==> src/rtl/proc_pkg.sv <==
// Shared constants and the fetch FSM state type for the instruction-fetch slice.
package proc_pkg;
    localparam int          PC_W       = 10;
    localparam int          INSTR_W    = 16;
    localparam int          FIFO_DEPTH = 4;
    localparam int unsigned RESET_PC   = 0;

    typedef enum logic {
        RUN   = 1'b0,
        FLUSH = 1'b1
    } fetch_state_e;
endpackage

==> src/rtl/fetch_fifo.sv <==
// Small synchronous FIFO with a combinational head; flush empties it and beats a same-cycle push.
module fetch_fifo #(
    parameter int WIDTH = 26,
    parameter int DEPTH = 4
) (
    input  logic                     clk,
    input  logic                     rst_n,
    input  logic                     push_i,
    input  logic [WIDTH-1:0]         wdata_i,
    input  logic                     pop_i,
    input  logic                     flush_i,
    output logic [WIDTH-1:0]         rdata_o,
    output logic                     full_o,
    output logic                     empty_o,
    output logic [$clog2(DEPTH):0]   count_o
);
    localparam int AW = $clog2(DEPTH);
    localparam int CW = AW + 1;

    logic [WIDTH-1:0] mem_q [DEPTH];
    logic [AW-1:0]    wr_ptr_q, rd_ptr_q;
    logic [CW-1:0]    count_q;
    logic             do_push, do_pop;

    // A push into a full FIFO is accepted only when the head leaves in the same cycle.
    assign do_push = push_i && (!full_o || pop_i);
    assign do_pop  = pop_i && !empty_o;

    always_ff @(posedge clk or negedge rst_n) begin
        if (!rst_n) begin
            wr_ptr_q <= '0;
            rd_ptr_q <= '0;
            count_q  <= '0;
        end else if (flush_i) begin
            wr_ptr_q <= '0;
            rd_ptr_q <= '0;
            count_q  <= '0;
        end else begin
            if (do_push) wr_ptr_q <= wr_ptr_q + AW'(1);
            if (do_pop)  rd_ptr_q <= rd_ptr_q + AW'(1);
            count_q <= count_q + CW'(do_push) - CW'(do_pop);
        end
    end

    always_ff @(posedge clk) begin
        if (do_push && !flush_i) mem_q[wr_ptr_q] <= wdata_i;
    end

    assign rdata_o = mem_q[rd_ptr_q];
    assign full_o  = (count_q == CW'(DEPTH));
    assign empty_o = (count_q == '0);
    assign count_o = count_q;
endmodule

==> src/rtl/fetch_unit.sv <==
// Fetch stage: owns the fetch PC, issues in-order imem reads under a credit limit,
// buffers {instr, pc} for decode and discards in-flight words after a redirect.
module fetch_unit #(
    parameter int          PC_W       = proc_pkg::PC_W,
    parameter int          INSTR_W    = proc_pkg::INSTR_W,
    parameter int          FIFO_DEPTH = proc_pkg::FIFO_DEPTH,
    parameter int unsigned RESET_PC   = proc_pkg::RESET_PC
) (
    input  logic                   clk,
    input  logic                   reset,
    output logic                   imem_req,
    output logic [PC_W-1:0]        imem_addr,
    input  logic                   imem_gnt,
    input  logic                   imem_rvalid,
    input  logic [INSTR_W-1:0]     imem_rdata,
    input  logic                   redirect,
    input  logic [PC_W-1:0]        redirect_pc,
    output logic                   instr_valid,
    output logic [INSTR_W-1:0]     instr,
    output logic [PC_W-1:0]        instr_pc,
    input  logic                   instr_ready,
    output proc_pkg::fetch_state_e state_o
);
    localparam int              CNT_W  = $clog2(FIFO_DEPTH) + 1;
    localparam int              QW     = INSTR_W + PC_W;
    localparam logic [PC_W-1:0] RST_PC = PC_W'(RESET_PC);

    proc_pkg::fetch_state_e state_q, state_d;
    logic [PC_W-1:0]  fetch_pc_q, fetch_pc_d;
    logic [CNT_W-1:0] outstanding_q, outstanding_d;
    logic [CNT_W-1:0] discard_q, discard_d;
    logic             started_q;

    logic             grant, rsp_keep, handshake, credit_ok;
    logic [CNT_W-1:0] q_count, tag_count;
    logic             q_full, q_empty, tag_full, tag_empty;
    logic [QW-1:0]    q_head;
    logic [PC_W-1:0]  tag_pc;
    logic             unused_tag_count;

    // Handshakes: a transfer happens on a rising edge where valid & ready (req & gnt) are both high;
    // valid never depends on ready, and imem_gnt is ignored while imem_req is low.
    assign credit_ok = ({1'b0, outstanding_q} + {1'b0, q_count}) < (CNT_W + 1)'(FIFO_DEPTH);
    assign imem_req  = started_q && (state_q == proc_pkg::RUN) && !redirect && credit_ok;
    assign imem_addr = fetch_pc_q;
    assign grant     = imem_req && imem_gnt;
    assign rsp_keep  = imem_rvalid && (discard_q == '0);
    assign handshake = instr_valid && instr_ready;

    always_comb begin
        state_d       = state_q;
        fetch_pc_d    = fetch_pc_q;
        outstanding_d = outstanding_q + CNT_W'(grant) - CNT_W'(imem_rvalid);
        discard_d     = discard_q;

        if (grant) fetch_pc_d = fetch_pc_q + PC_W'(1);
        if (imem_rvalid && (discard_q != '0)) discard_d = discard_q - CNT_W'(1);

        // Everything still in flight after this cycle's updates belongs to the old path.
        if (redirect) begin
            fetch_pc_d = redirect_pc;
            if (state_q == proc_pkg::RUN) discard_d = outstanding_d;
        end

        state_d = (discard_d != '0) ? proc_pkg::FLUSH : proc_pkg::RUN;
    end

    always_ff @(posedge clk or negedge reset) begin
        if (!reset) begin
            state_q       <= proc_pkg::RUN;
            fetch_pc_q    <= RST_PC;
            outstanding_q <= '0;
            discard_q     <= '0;
            started_q     <= 1'b0;
        end else begin
            state_q       <= state_d;
            fetch_pc_q    <= fetch_pc_d;
            outstanding_q <= outstanding_d;
            discard_q     <= discard_d;
            started_q     <= 1'b1;
        end
    end

    fetch_fifo #(.WIDTH(PC_W), .DEPTH(FIFO_DEPTH)) u_tag_fifo (
        .clk     (clk),
        .rst_n   (reset),
        .push_i  (grant && !tag_full),
        .wdata_i (fetch_pc_q),
        .pop_i   (rsp_keep && !tag_empty),
        .flush_i (redirect),
        .rdata_o (tag_pc),
        .full_o  (tag_full),
        .empty_o (tag_empty),
        .count_o (tag_count)
    );

    fetch_fifo #(.WIDTH(QW), .DEPTH(FIFO_DEPTH)) u_instr_fifo (
        .clk     (clk),
        .rst_n   (reset),
        .push_i  (rsp_keep && !q_full),
        .wdata_i ({imem_rdata, tag_pc}),
        .pop_i   (handshake),
        .flush_i (redirect),
        .rdata_o (q_head),
        .full_o  (q_full),
        .empty_o (q_empty),
        .count_o (q_count)
    );

    assign unused_tag_count = ^tag_count;

    assign instr_valid = !q_empty;
    assign instr       = instr_valid ? q_head[QW-1:PC_W] : '0;
    assign instr_pc    = instr_valid ? q_head[PC_W-1:0]  : '0;
    assign state_o     = state_q;
endmodule

==> config.mk <==
export PLATFORM = sky130hd
export DESIGN_NAME = fetch_unit
export DESIGN_NICKNAME = d
export VERILOG_FILES = /design/src/rtl/proc_pkg.sv /design/src/rtl/fetch_fifo.sv /design/src/rtl/fetch_unit.sv
export SDC_FILE = /design/constraint.sdc
export NUM_CORES = 1
export LEC_CHECK = 0
export CORE_MARGIN = 2
export CORE_UTILIZATION = 45
export DETAILED_ROUTE_END_ITERATION = 8
export DONT_BUFFER_PORTS = 1
export PLACE_DENSITY = 0.64
export SETUP_SLACK_MARGIN = 0.15
export SYNTH_ARGS = -nofsm -noshare
export SYNTH_HDL_FRONTEND = slang
export SYNTH_SLANG_ARGS = --single-unit
==> constraint.sdc <==
create_clock -name clk -period 6.2 [get_ports clk]
set_clock_uncertainty 0.1 [all_clocks]
set_input_delay 0.93 -clock clk [delete_from_list [all_inputs] [get_ports clk]]
set_output_delay 0.93 -clock clk [all_outputs]
set_load 0.01 [all_outputs]
==> impl_metrics.ini, run 1 <==
[status]
run_status = finished clean

[logic_synthesis]
synthesis.area_per_instance_sq_um = 18.0
synth.top_cells.by_area = edfxtp_1 59%, mux4_2 11%, dfrtp_1 11%
synth_edf_count = 144
mappedNetlistArea_sq_um = 7310
ys_ff_latch = 176
synth-warning-count = 0
synth.yosys.seq_area_share = 0.701
yosys.area.top_type = edfxtp_1
postSynth.asyncResetShare = 0.182
syn-instance-count = 406
synth_top_flop_cell = edfxtp_1
post-synth-top-area-fraction = 0.591
post_synth_num_cell_types = 42
postSynthNetCount = 460

[sta]
finalSetupViolations = 0
hold_violations = 0
timing.setup.tns_ns = 0
finalCritPeriodShare = 0.532
timing.final.max_slew_violations = 0
max_freq_mhz = 303
timing.final.crit_period_ns = 3.30
relSlewSlack = 0.345
rsz0062_at_grt = no
worstMarginPinSlew_ns = 0.982

[power]
share_clk_of_total_power = 0.324
p_comb_frac = 0.185
vdd.ir_drop.worst_mv = 0.234
sequentialPowerShare = 0.491
intPower_mw = 2.14
power.density_nw_per_um2 = 364
cellLeakagePower_nw = 2.79
switching_power_mw = 0.798
p_sw_frac = 0.271

[routing]
first_pass_iters = 4
drtAntennaViolNets = 0
detail_route.wirelength_um = 12400
route.detailed.wl_per_inst_um = 19.3
drcViolationCount = 0
drt_iter0_drc = 163
vias = 3422
viasPerCell = 5.34

[critical_path]
worstSetupEndpointType = primary output
critical-path-slowest-cell = dfrtp_2
critical_path.top_delay_family = flip-flops
cp.arrival_ns = 2.27
timing.critical_path.from_type = flip-flop
critical_path_required_ns = 5.17
critical_path.cell_chain = mux4_2 -> and2_1
cp_max_fo = 28
slowest_delay_ns = 0.99
critical_path_class = reg -> out
cp.buffers_inverters = 0

[hold_path]
min_path_type = in -> async

[cells_and_area]
post_layout_nonfiller_instances = 641
layout-area-overhead-vs-synth_pct = 10.4
layout.filler_cells = 1304
finalNetCount = 468
seqCellArea_sq_um = 5130
antenna_cells = 0
multi_input_area_sq_um = 2040
drive_gt1_frac = 0.176

[global_route]
gr-usage-met3 = 0.0629
initial_antenna_violation_count = 0
groute.layer.met1.usage = 0.190
first_global_vias = 3679
grt_usage = 0.153
busiest_layer = met2
grt_start_max_net_pins = 34
grt_first_pass_wirelength_um = 20000
grt_use_met2 = 0.244
overflow = 0

[floorplanning]
design.core.area_sq_um = 15900
chipWidth_um = 131
initial_core_utilization = 0.460
io_pins = 71
vertical_extent_of_the_die_um = 131
core.rowCount = 46
die_area_sq_um = 17300

[clock_network]
post_cts.resized_instances = 0
insertion_delay_ns = 0.42
holdBufCountCts = 0
cts-htree-levels = 4
cts-buffers-inserted = 17
tritoncts_sink_count = 176
worst_setup_hold_path_clk_slew_ns = 0.06
clock_path_buffers = 2
clockRootBuffer = clkbuf_16
post-cts-setup-buffer-count = 0
cts_tree = yes

[run]
maxCapViolCount = 0

[placed_design]
routability_congestion_estimate_from_global_placement = 0.738
dpl.cell_count = 611
detailed_place_hpwl_um = 7640
port_buffers = 0
==> cells in the mapped netlist, types with 2 or more instances <==
library cell and n:
a221o_1 8, and2_1 31, and3_1 10, buf_2 7
clkbuf_1 8, dfrtp_1 32, edfxtp_1 144, fa_1 3
ha_1 19, inv_1 18, mux2_2 2, mux2_4 2
mux2i_1 8, mux4_2 36, nand2_1 7, nand2b_1 2
nand3_1 9, nor2_1 14, nor2b_1 5, nor3_1 7
nor3b_1 3, or3_1 2, xnor2_1 8, xor2_1 3
==> cell usage in the layout, fill, tap and decap left out, types with 2 or more instances in the layout <==
master      instances
nor2b_1             5
xor2_1              3
mux4_2             36
nand2_1             7
nand2b_1            2
clkinv_4            3
dfrtp_1            31
nor3b_1             3
clkinv_1            3
clkinv_2            3
mux2_2              2
mux2_4              2
buf_4               6
or3_1               2
and3_1             10
nor2_1             14
xnor2_1             8
ha_1               19
inv_1              18
clkbuf_16          17
and2_1             31
clkinvlp_4          2
nor3_1              7
mux2i_1             8
fa_1                3
edfxtp_1          144
nand3_1             9
a221o_1             8
==> through the flow <==
step	cell area [sq um]	hold WS, ns	util	worst slack, ns	total power, mW
4_1_cts	8080	0.0782	0.509	2.80	2.98
5_1_grt	8080	0.0730	0.509	2.71	3.08
3_3_place_gp	7550	0.431	0.475	2.98	2.01
3_5_place_dp	7550	0.442	0.475	2.96	2.02
2_1_floorplan	7310	0.401	-	2.90	1.90
6_report	8080	0.103	0.509	2.90	2.94
==> worst reg2reg max path, delay by kind of cell, from the launching register on <==
kind / cells / cell delay [ns]
buffers and inverters: 2 / 0.27
xor gates and xnor gates: 1 / 0.15
and+or+nand+nor: 3 / 0.69
DFF: 1 / 0.43
adders and majority gates: 4 / 1.08
AOI/OAI and AO/OA: 1 / 0.18
==> path summary, 6_finish.rpt <==
path / start / endpoint / slack (ns) / cells after the start
worst max-delay path: u_instr_fifo.rd_ptr_q[0] / instr_pc[1] / 2.90 / 2
worst min-delay path: reset / imem_addr[8] / 0.10 / 0
worst max register to register: u_instr_fifo.count_o[2] / state_o / 3.18 / 11
worst min register to register: u_tag_fifo.wr_ptr_q[0] / u_tag_fifo.wr_ptr_q[0] / 0.45 / 1
max in group asynchronous: reset / u_instr_fifo.rd_ptr_q[0] / 5.80 / 0
min in group clk: u_tag_fifo.wr_ptr_q[0] / u_tag_fifo.wr_ptr_q[0] / 0.45 / 1
==> power groups by stage <==
stage,Combinational (mW),Clock [mW],Sequential (mW)
6_report,0.544,0.953,1.44
5_1_grt,0.597,1.02,1.46
4_1_cts,0.556,0.975,1.45
3_5_place_dp,0.553,0,1.47
3_3_place_gp,0.543,0,1.47
2_1_floorplan,0.500,0,1.40
==> sequential cells by signal, summed over array words and instances, names as in the netlist <==
name and count:
u_instr_fifo.mem_q 104, u_tag_fifo.mem_q 40, imem_addr 10, discard_q 3, outstanding_q 3, u_instr_fifo.count_o 3, u_tag_fifo.count_o 3, u_instr_fifo.rd_ptr_q 2
u_instr_fifo.wr_ptr_q 2, u_tag_fifo.rd_ptr_q 2, u_tag_fifo.wr_ptr_q 2, started_q 1, state_o 1
==> final cells by class <==
cell class / count / share of cell area
inverters: 18 / 0.00836
clock buffers: 18 / 0.0531
well taps: 216 / 0.0335
repair buffers: 6 / 0.00558
multi-input cells: 195 / 0.253
clock inverters: 12 / 0.0121
flip-flops and latches: 176 / 0.635
==> per-layer routing <==
layer | vias up | part of all wire
met3 | 14 | 0.065
li1 | 1581 | -
met4 | 0 | 0.012
met5 | - | 0
met2 | 81 | 0.48
met1 | 1746 | 0.44
==> kinds of logic after synthesis <==
family	count (synthesis)	synth area share
mux	48	0.129
compound gates	18	0.0214
xor+xnor	11	0.0132
flops	176	0.701
fa+ha+maj	22	0.0407
buf+inv	35	0.0202
simple gates	95	0.0744
other cells	1	0.000513
Power figures use the tool's default switching activity.
==> run 2, diff against run 1 <==
--- a/config.mk
+++ b/config.mk
@@ -9,7 +9,7 @@
 export CORE_UTILIZATION = 45
 export DETAILED_ROUTE_END_ITERATION = 8
 export DONT_BUFFER_PORTS = 1
-export PLACE_DENSITY = 0.64
+export PLACE_DENSITY = 0.66
 export SETUP_SLACK_MARGIN = 0.15
 export SYNTH_ARGS = -nofsm -noshare
 export SYNTH_HDL_FRONTEND = slang
==> constraint.sdc (replaced) <==
create_clock -name clk -period 2.7 [get_ports clk]
set_clock_uncertainty 0.1 [all_clocks]
set_input_delay 0.405 -clock clk [delete_from_list [all_inputs] [get_ports clk]]
set_output_delay 0.405 -clock clk [all_outputs]
set_load 0.01 [all_outputs]
==> run 2 against run 1 <==
The run now ends with negative setup slack left. Hold slack lost 0.086 ns. Global-route usage grew 0.36 points. Power grew 140%. Non-clock buffer count grew 37. Via count grew 5.0%. Clock power grew 150%. Critical path type is now reg -> reg.
==> impl_metrics.ini, run 2 (synthesis gave the netlist of run 1 again) <==
[clock_network]
clockRootBuffer = clkbuf_16
cts_tree = yes
cts-buffers-inserted = 17
clock_path_buffers = 2
cts-htree-levels = 4
worst_setup_hold_path_clk_slew_ns = 0.07
tritoncts_sink_count = 176
insertion_delay_ns = 0.43

[critical_path]
cp.arrival_ns = 2.97
critical_path_depth = 10
timing.critical_path.to = state_o
critical_path.cell_chain = ha_4 -> nor4_4 -> nand4_1 -> ha_4 -> inv_2 -> ha_4 -> fa_2 -> xnor2_2 -> o21a_1 -> or3_1
cp.buffers_inverters = 1
timing.critical_path.from_type = flip-flop
critical_path.top_delay_family = adder cells
critical_path_required_ns = 2.91
critical_path_class = reg -> reg
ff2ff_path_depth = 10
crit_top_cell = ha_4
crit_start = u_instr_fifo.count_o[1]
critical-path-slowest-cell = dfrtp_1
r2r-start = u_instr_fifo.count_o[1]
endpoint_of_the_most_critical_register_to_register_path = state_o
internal_reg_to_reg_setup_slack_ns = -0.06
slowest_delay_ns = 0.42
cp_max_fo = 2
worstSetupEndpointType = flip-flop

[routing]
detail_route.wirelength_um = 12500
drt_iter0_drc = 241
vias = 3594
first_pass_iters = 4
drtAntennaViolNets = 0
viasPerCell = 5.29
route.detailed.wl_per_inst_um = 18.3
drcViolationCount = 0

[cells_and_area]
post_layout_nonfiller_instances = 680
drive_gt1_frac = 0.235
commonest_non_fill_non_tap_cell_in_the_layout = edfxtp_1
stdcell_area_sq_um = 8590
finalNetCount = 505
antenna_cells = 0
layout-area-overhead-vs-synth_pct = 17.4
final_cell_mix = 144 x edfxtp_1, 36 x mux4_2, 31 x dfrtp_1, 30 x and2_1, 20 x buf_4
largest_reg_flops = 104
layout.core_utilization = 0.540
largest_register = u_instr_fifo.mem_q

[sta]
hold_violations = 0
finalSetupViolations = 1
timing.final.max_slew_violations = 0
relSlewSlack = 0.541
worstMarginPinSlew_ns = 0.689
finalCritPeriodShare = 1.02
max_freq_mhz = 362
postLayoutSetupSlackWorst_ns = -0.0618
timing.final.crit_period_ns = 2.76
timing.setup.tns_ns = -0.0618
rsz0062_at_grt = yes

[placed_design]
routability_congestion_estimate_from_global_placement = 0.761
placement.cell_area_sq_um = 7740
detailed_place_hpwl_um = 7760
port_buffers = 0
dpl.cell_count = 623

[floorplanning]
io_pins = 71
chipWidth_um = 131
vertical_extent_of_the_die_um = 131
die_area_sq_um = 17300
initial_core_utilization = 0.460
design.core.area_sq_um = 15900
core.rowCount = 46

[global_route]
overflow = 0
grt_use_met2 = 0.256
grt_start_max_net_pins = 33
first_global_vias = 3849
busiest_layer = met2
grt_usage = 0.157
grt_first_pass_wirelength_um = 20500
groute.layer.met1.usage = 0.197
gr-usage-met3 = 0.0529
initial_antenna_violation_count = 0

[power]
vdd.ir_drop.worst_mv = 0.472
overall_power_mw = 7.15
cellLeakagePower_nw = 3.00
power.density_nw_per_um2 = 833

[hold_path]
min_path_type = in -> reg

[status]
violated_checks = negative setup slack
run_status = finished, violations left

[run]
maxCapViolCount = 0
## run 2: changes by cell type in the layout (fill, tap and decap cells not counted), moves of 2 or more
cell | before | now
clkinv_1 | 3 | 0
dlygate4sd3_1 | 0 | 18
ha_1 | 19 | 15
buf_4 | 6 | 20
buf_12 | 0 | 5
ha_4 | 0 | 4
clkinv_2 | 3 | 1
inv_8 | 0 | 2
inv_6 | 0 | 5
## run 2: repair_timing
| item | in CTS | in global routing |
|---|---|---|
| pin swaps | 3 | 5 |
| gates resized for setup | 0 | 4 |
| setup buffers | 1 | 5 |
| endpoints found under the setup margin | 1 | 6 |
| hold buffers | 19 | 0 |
| endpoints found under the hold margin | 109 | 0 |
| cloned | 0 | 0 |
## run 2: report_power, final
group	internal, mW	switching, mW	total, mW
Combinational	0.750	0.833	1.58
Clock	1.30	1.05	2.35
Sequential	3.08	0.138	3.22
Total	5.13	2.03	7.15
## run 2: final cells by class
cell class / instances / area, sq um
Clock buffer: 17 / 425
Clock inverter: 15 / 150
Fill cell: 1276 / 7300
Inverter: 18 / 67.6
Multi-Input combinational cell: 195 / 2120
Sequential cell: 176 / 5130
Tap cell: 216 / 270
Timing Repair Buffer: 43 / 430
## run 2: worst min path at each step
stage	cells after the start	from	slack (ns)	end
2_1_floorplan	0	reset	0.009	discard_q[0]
3_3_place_gp	0	reset	0.01	discard_q[0]
3_5_place_dp	0	reset	0.01	discard_q[0]
4_1_cts	2	redirect	0.002	imem_addr[1]
5_1_grt	1	redirect	0.001	imem_addr[8]
6_report	2	redirect_pc[1]	0.02	imem_addr[1]
## run 2: metrics by stage
step           setup WS, ns  hold slack [ns]
6_report            -0.0618           0.0167
5_1_grt              -0.184          0.00101
4_1_cts             -0.0993          0.00212
3_5_place_dp        -0.0965           0.0102
3_3_place_gp       0.000528           0.0102
2_1_floorplan        -0.207          0.00941
## run 2: routing by layer
layer | wire length (um) | up-vias
li1 | - | 1662
met1 | 5510 | 1827
met2 | 6120 | 90
met3 | 695 | 15
met4 | 148 | 0
met5 | 0 | -
## run 2: worst reg2reg max path, stage by stage, from the launching register on
cell	delay, ns
dfrtp_1	0.42
ha_4	0.18
nor4_4	0.26
nand4_1	0.20
ha_4	0.32
inv_2	0.04
ha_4	0.15
fa_2	0.36
xnor2_2	0.15
o21a_1	0.18
or3_1	0.31
